**src/rtl/boot_rom_pkg.sv**
```systemverilog
// Shared types and defaults for the boot ROM arbiter.
// Holds the port-id enum, the response record and the ROM geometry defaults.
package boot_rom_pkg;

   localparam int ROM_ADDR_W_DEF = 10;
   localparam int ROM_DEPTH_DEF  = 839;

   typedef enum logic {
      PORT_INSTR = 1'b0,
      PORT_DATA  = 1'b1
   } port_e;

   // One record per granted access; it is the whole read pipeline.
   typedef struct packed {
      logic  valid;
      port_e port;
      logic  err;
   } rsp_rec_t;

endpackage

```
**src/rtl/boot_rom_addr_chk.sv**
```systemverilog
// Combinational address checker: extracts the ROM word index from a byte
// address and flags addresses outside the populated ROM.
module boot_rom_addr_chk
   import boot_rom_pkg::*;
#(
   parameter int ROM_ADDR_W = ROM_ADDR_W_DEF,
   parameter int ROM_DEPTH  = ROM_DEPTH_DEF
) (
   input  logic [31:0]           addr,
   output logic [ROM_ADDR_W-1:0] word,
   output logic                  range_err
);

   logic unused_byte_bits;

   assign word             = addr[ROM_ADDR_W+1:2];
   assign unused_byte_bits = ^addr[1:0];

   // Upper bits beyond the ROM window, or a word past the last populated one.
   assign range_err = (|addr[31:ROM_ADDR_W+2]) || (32'(word) >= 32'(ROM_DEPTH));

endmodule

```
**src/rtl/boot_rom_arbiter.sv**
```systemverilog
// Two-port (instruction/data) arbiter in front of a single-cycle boot ROM.
// Round-robin arbitration when BOOT_ROM_ARB_RR_EN is defined, else fixed instr priority.
module boot_rom_arbiter
   import boot_rom_pkg::*;
#(
   parameter int ROM_ADDR_W = ROM_ADDR_W_DEF,
   parameter int ROM_DEPTH  = ROM_DEPTH_DEF
) (
   input  logic                  CLK,
   input  logic                  RSTN,
   input  logic                  instr_req_i,
   input  logic [31:0]           instr_addr_i,
   output logic                  instr_gnt_o,
   output logic                  instr_rvalid_o,
   output logic [31:0]           instr_rdata_o,
   input  logic                  data_req_i,
   input  logic                  data_we_i,
   input  logic [31:0]           data_addr_i,
   output logic                  data_gnt_o,
   output logic                  data_rvalid_o,
   output logic [31:0]           data_rdata_o,
   output logic                  data_err_o,
   output logic                  rom_csn_o,
   output logic [ROM_ADDR_W-1:0] rom_addr_o,
   input  logic [31:0]           rom_rdata_i
);

   logic [ROM_ADDR_W-1:0] instr_word;
   logic [ROM_ADDR_W-1:0] data_word;
   logic                  instr_range_err;
   logic                  data_range_err;
   port_e                 favoured;
   port_e                 sel_port;
   logic                  sel_err;
   rsp_rec_t              rsp_q;
   rsp_rec_t              rsp_d;
   logic                  rsp_live;

   boot_rom_addr_chk #(
      .ROM_ADDR_W (ROM_ADDR_W),
      .ROM_DEPTH  (ROM_DEPTH)
   ) u_instr_chk (
      .addr      (instr_addr_i),
      .word      (instr_word),
      .range_err (instr_range_err)
   );

   boot_rom_addr_chk #(
      .ROM_ADDR_W (ROM_ADDR_W),
      .ROM_DEPTH  (ROM_DEPTH)
   ) u_data_chk (
      .addr      (data_addr_i),
      .word      (data_word),
      .range_err (data_range_err)
   );

`ifdef BOOT_ROM_ARB_RR_EN
   port_e rr_ptr;

   // Pointer only moves on contested cycles and then favours the loser.
   always_ff @(posedge CLK) begin
      if (!RSTN) begin
         rr_ptr <= PORT_INSTR;
      end else if (instr_req_i && data_req_i) begin
         rr_ptr <= (sel_port == PORT_INSTR) ? PORT_DATA : PORT_INSTR;
      end
   end

   assign favoured = rr_ptr;
`else
   assign favoured = PORT_INSTR;
`endif

   always_comb begin
      instr_gnt_o = 1'b0;
      data_gnt_o  = 1'b0;
      sel_port    = PORT_INSTR;
      sel_err     = 1'b0;
      rom_csn_o   = 1'b1;
      rom_addr_o  = '0;
      if (RSTN && (instr_req_i || data_req_i)) begin
         if (instr_req_i && data_req_i) begin
            sel_port = favoured;
         end else if (data_req_i) begin
            sel_port = PORT_DATA;
         end
         if (sel_port == PORT_INSTR) begin
            instr_gnt_o = 1'b1;
            sel_err     = instr_range_err;
            rom_addr_o  = instr_word;
         end else begin
            data_gnt_o  = 1'b1;
            sel_err     = data_range_err || data_we_i;
            rom_addr_o  = data_word;
         end
         // Erroneous accesses are granted but never touch the ROM.
         rom_csn_o = sel_err;
      end
   end

   always_comb begin
      rsp_d       = '0;
      rsp_d.valid = instr_gnt_o || data_gnt_o;
      rsp_d.port  = sel_port;
      rsp_d.err   = sel_err;
   end

   always_ff @(posedge CLK) begin
      if (!RSTN) begin
         rsp_q <= '0;
      end else begin
         rsp_q <= rsp_d;
      end
   end

   // Gating with RSTN also suppresses a response left over from before reset.
   always_comb begin
      rsp_live       = RSTN && rsp_q.valid;
      instr_rvalid_o = rsp_live && (rsp_q.port == PORT_INSTR);
      data_rvalid_o  = rsp_live && (rsp_q.port == PORT_DATA);
      data_err_o     = data_rvalid_o && rsp_q.err;
      instr_rdata_o  = (instr_rvalid_o && !rsp_q.err) ? rom_rdata_i : 32'h0;
      data_rdata_o   = (data_rvalid_o && !rsp_q.err) ? rom_rdata_i : 32'h0;
   end

endmodule

```
**config.mk**
```make
export PLATFORM = sky130hd
export DESIGN_NAME = boot_rom_arbiter
export DESIGN_NICKNAME = d
export VERILOG_FILES = /design/src/rtl/boot_rom_pkg.sv /design/src/rtl/boot_rom_addr_chk.sv /design/src/rtl/boot_rom_arbiter.sv
export SDC_FILE = /design/constraint.sdc
export NUM_CORES = 1
export LEC_CHECK = 0
export ABC_AREA = 1
export ABC_CLOCK_PERIOD_IN_PS = 980
export BUFFER_PORTS_ARGS = -buffer_cell sky130_fd_sc_hd__buf_2
export CELL_PAD_IN_SITES_DETAIL_PLACEMENT = 1
export CELL_PAD_IN_SITES_GLOBAL_PLACEMENT = 1
export CORE_ASPECT_RATIO = 0.8
export CORE_MARGIN = 10
export CORE_UTILIZATION = 15
export DETAILED_ROUTE_END_ITERATION = 6
export PLACE_DENSITY = 0.85
export SYNTH_ARGS = -nofsm -noshare
export SYNTH_HDL_FRONTEND = slang
export SYNTH_HIERARCHICAL = 1
export SYNTH_SLANG_ARGS = --single-unit
```
**constraint.sdc**
```tcl
create_clock -name CLK -period 0.98 [get_ports CLK]
set_clock_uncertainty 0.1 [all_clocks]
set_input_delay 0.196 -clock CLK [delete_from_list [all_inputs] [get_ports CLK]]
set_output_delay 0.196 -clock CLK [all_outputs]
set_load 0.02 [all_outputs]
```
==> metrics <==
num rows=30; core area=8520 um2; Starting Density=15.4%; hold path cells=3; failing checks=setup timing; type of the worst setup path=flop to output port; combinational family with the most area after synthesis=simple AND/OR/NAND/NOR gates; worst hold margin=184 ps; Layout area overhead=185%; H-tree Lvls=1; setup TNS=-39370 ps; CTS Sinks=3; Rel. slew slack=83.4%; Bufs on Longest Clock Path=2; vias in the first global route=2584; Critical Path End Type=output port; final-report max-slew violation count=0; GRT Total Usage=13.0%; largest reg by FF count=rsp_q; crit path launch type=flop; Worst-Margin Slew=248 ps; Synth top area share=26.3%; commonest cells in the netlist=92 x nor2_1, 51 x inv_1, 45 x nand2_1, 21 x buf_4, 20 x nor2_2; async set or reset register ratio after synthesis=0%; final worst slack=-583 ps; Post-Synth Adder-Cell Area=0%; # IOs=181; slowest CP cell=dfxtp_2; Die Height=104 um; antenna-violating nets left=0; crit path cell chain=nand2_2, nor2_4, nand2_4, buf_12, nor2_4, buf_2; Yosys warnings=6; dominant synthesized flop cell=dfxtp_1; largest net degree at the start of global routing=21; first-pass iteration count of the detailed router=4; Non-Filler Instances=566; Synth Area in XOR/XNOR=0%; GR Util met1=13.7%; initial antenna violation count=0; final wirelength=8940 um; cell mode on critical path=nor2_4; cell with the most instances after synthesis=nor2_1; delay of the slowest critical-path stage=330 ps; critical path arrival=1270 ps; top cells by area, synth=nor2_1 26%, inv_1 15%, nand2_1 13%; global routing's busiest layer=met2; TritonCTS Buffers=3; final core occ=43.9%; register clock-pin slew on the reported worst setup and hold paths=30 ps; outcome=finished, violations left; Hold WC Path Type=input pin to flop; IO buf count=176; mean area per synthesized cell=5.01 um2; first-pass GRT wire length=14200 um; max reg flops=3; Power Dens Cells=495 nW/um2; Vias/cell=3.97; Mapped Nets=363; share of cells above drive strength 1=79.7%; Final Hold Fails=0; worst-path fanout max=20; CP required=680 ps; GPL Wtd Cong=0.858; Die ar.=12900 um2; top flop regs=rsp_q x3; number of synthesized flops with an enable pin=0; number of antenna repair diodes=0; register area share after synthesis=4.58%; post-synth top area cell=nor2_1; VDD IR max=0.309 mV; total gr overflow=0; mux contribution to synthesized area=0%; Final setup viols=81; Seq cells post-synth=3; GR Util met3=3.82%; max_cap viols=0; fin crit period=1560 ps; clk root buf=clkbuf_8; DR WL/cell=15.8 um; Final HPWL DP=7360 um; Placed Cells=552; via count=2247; mapped cell area=1310 um2; RSZ-0062 raised after global routing=true; Final nets=556; Post-CTS Hold Buffers=0; drc violations=0; Power, Total=1.85 mW; Pleak=1.90 nW; DR iter-0 viols=43; FMAX=640 MHz; post-synthesis cell type count=14; met2 usage=25.0%; Synth Area in Compound Gates=0%; Die W=125 um; CTS tree=built; post-synthesis simple-gate area fraction=62.3%; Final period util=159%; Mapped Cells=262
-- per-stage QoR --
stage	cell area, um2	setup WS (ps)
5_1_grt	3740	-646
3_3_place_gp	3000	-510
4_1_cts	3630	-600
2_1_floorplan	1960	-307
3_5_place_dp	3000	-515
6_report	3740	-583
-- worst paths after layout --
check         from                end
max       rsp_q[2]  instr_rdata_o[23]
min    instr_req_i           rsp_q[1]
-- cell usage in the layout (no fill, tap or decap), types with 3 or more instances in the layout --
| cell type | Yosys | final |
|---|---|---|
| buf_2 | 2 | 88 |
| nor2_4 | 11 | 86 |
| buf_4 | 21 | 77 |
| inv_1 | 51 | 47 |
| buf_6 | 6 | 39 |
| nor2_1 | 92 | 22 |
| nand2_1 | 45 | 16 |
| nor2_2 | 20 | 15 |
| nand2_2 | 1 | 14 |
| nand2_4 | 1 | 13 |
| buf_12 | 0 | 8 |
| nand2_8 | 0 | 5 |
| nand3_1 | 5 | 4 |
| inv_2 | 2 | 3 |
| clkbuf_8 | 0 | 3 |
| dfxtp_2 | 0 | 3 |
-- logic make-up (layout without fill, tap and decap cells) --
logic type             after synthesis  after routing
buffers and inverters               82            273
flip-flops                           3              3
AND/OR/NAND/NOR                    177            178
-- layout make-up --
type / count / area [um2]
Timing Repair Buffer: 216 / 1700
Tap cell: 112 / 140
Multi-Input combinational cell: 178 / 1580
Fill cell: 1041 / 4780
Clock buffer: 4 / 45.0
Inverter: 53 / 209
Sequential cell: 3 / 63.8
-- worst max-delay path, delay by kind of cell, from the launching register on --
| kind | cells | cell delay, ps |
|---|---|---|
| AND/OR/NAND/NOR | 4 | 350 |
| buffers and inverters | 2 | 350 |
| flip-flops | 1 | 330 |
-- where the power goes --
group / total [mW] / internal (mW) / switching [mW]
Combinational: 1.35 / 0.633 / 0.720
Clock: 0.357 / 0.277 / 0.0798
Sequential: 0.141 / 0.133 / 0.00737
-- repair_timing --
action | CTS | global route
pin swaps | 30 | 20
resized for setup | 142 | 35
setup buffers | 6 | 3
cloned | 4 | 0
setup endpoints to repair | 81 | 81
-- metal layers --
metal | wire [um] | up-vias | share of wire [%]
met4 | 61 | 0 | 0.68
met1 | 3210 | 1021 | 36
met3 | 695 | 6 | 7.8
li1 | - | 1111 | -
met2 | 4970 | 109 | 56
met5 | 0 | - | 0
Note: power is estimated with default switching activity, not from simulation.
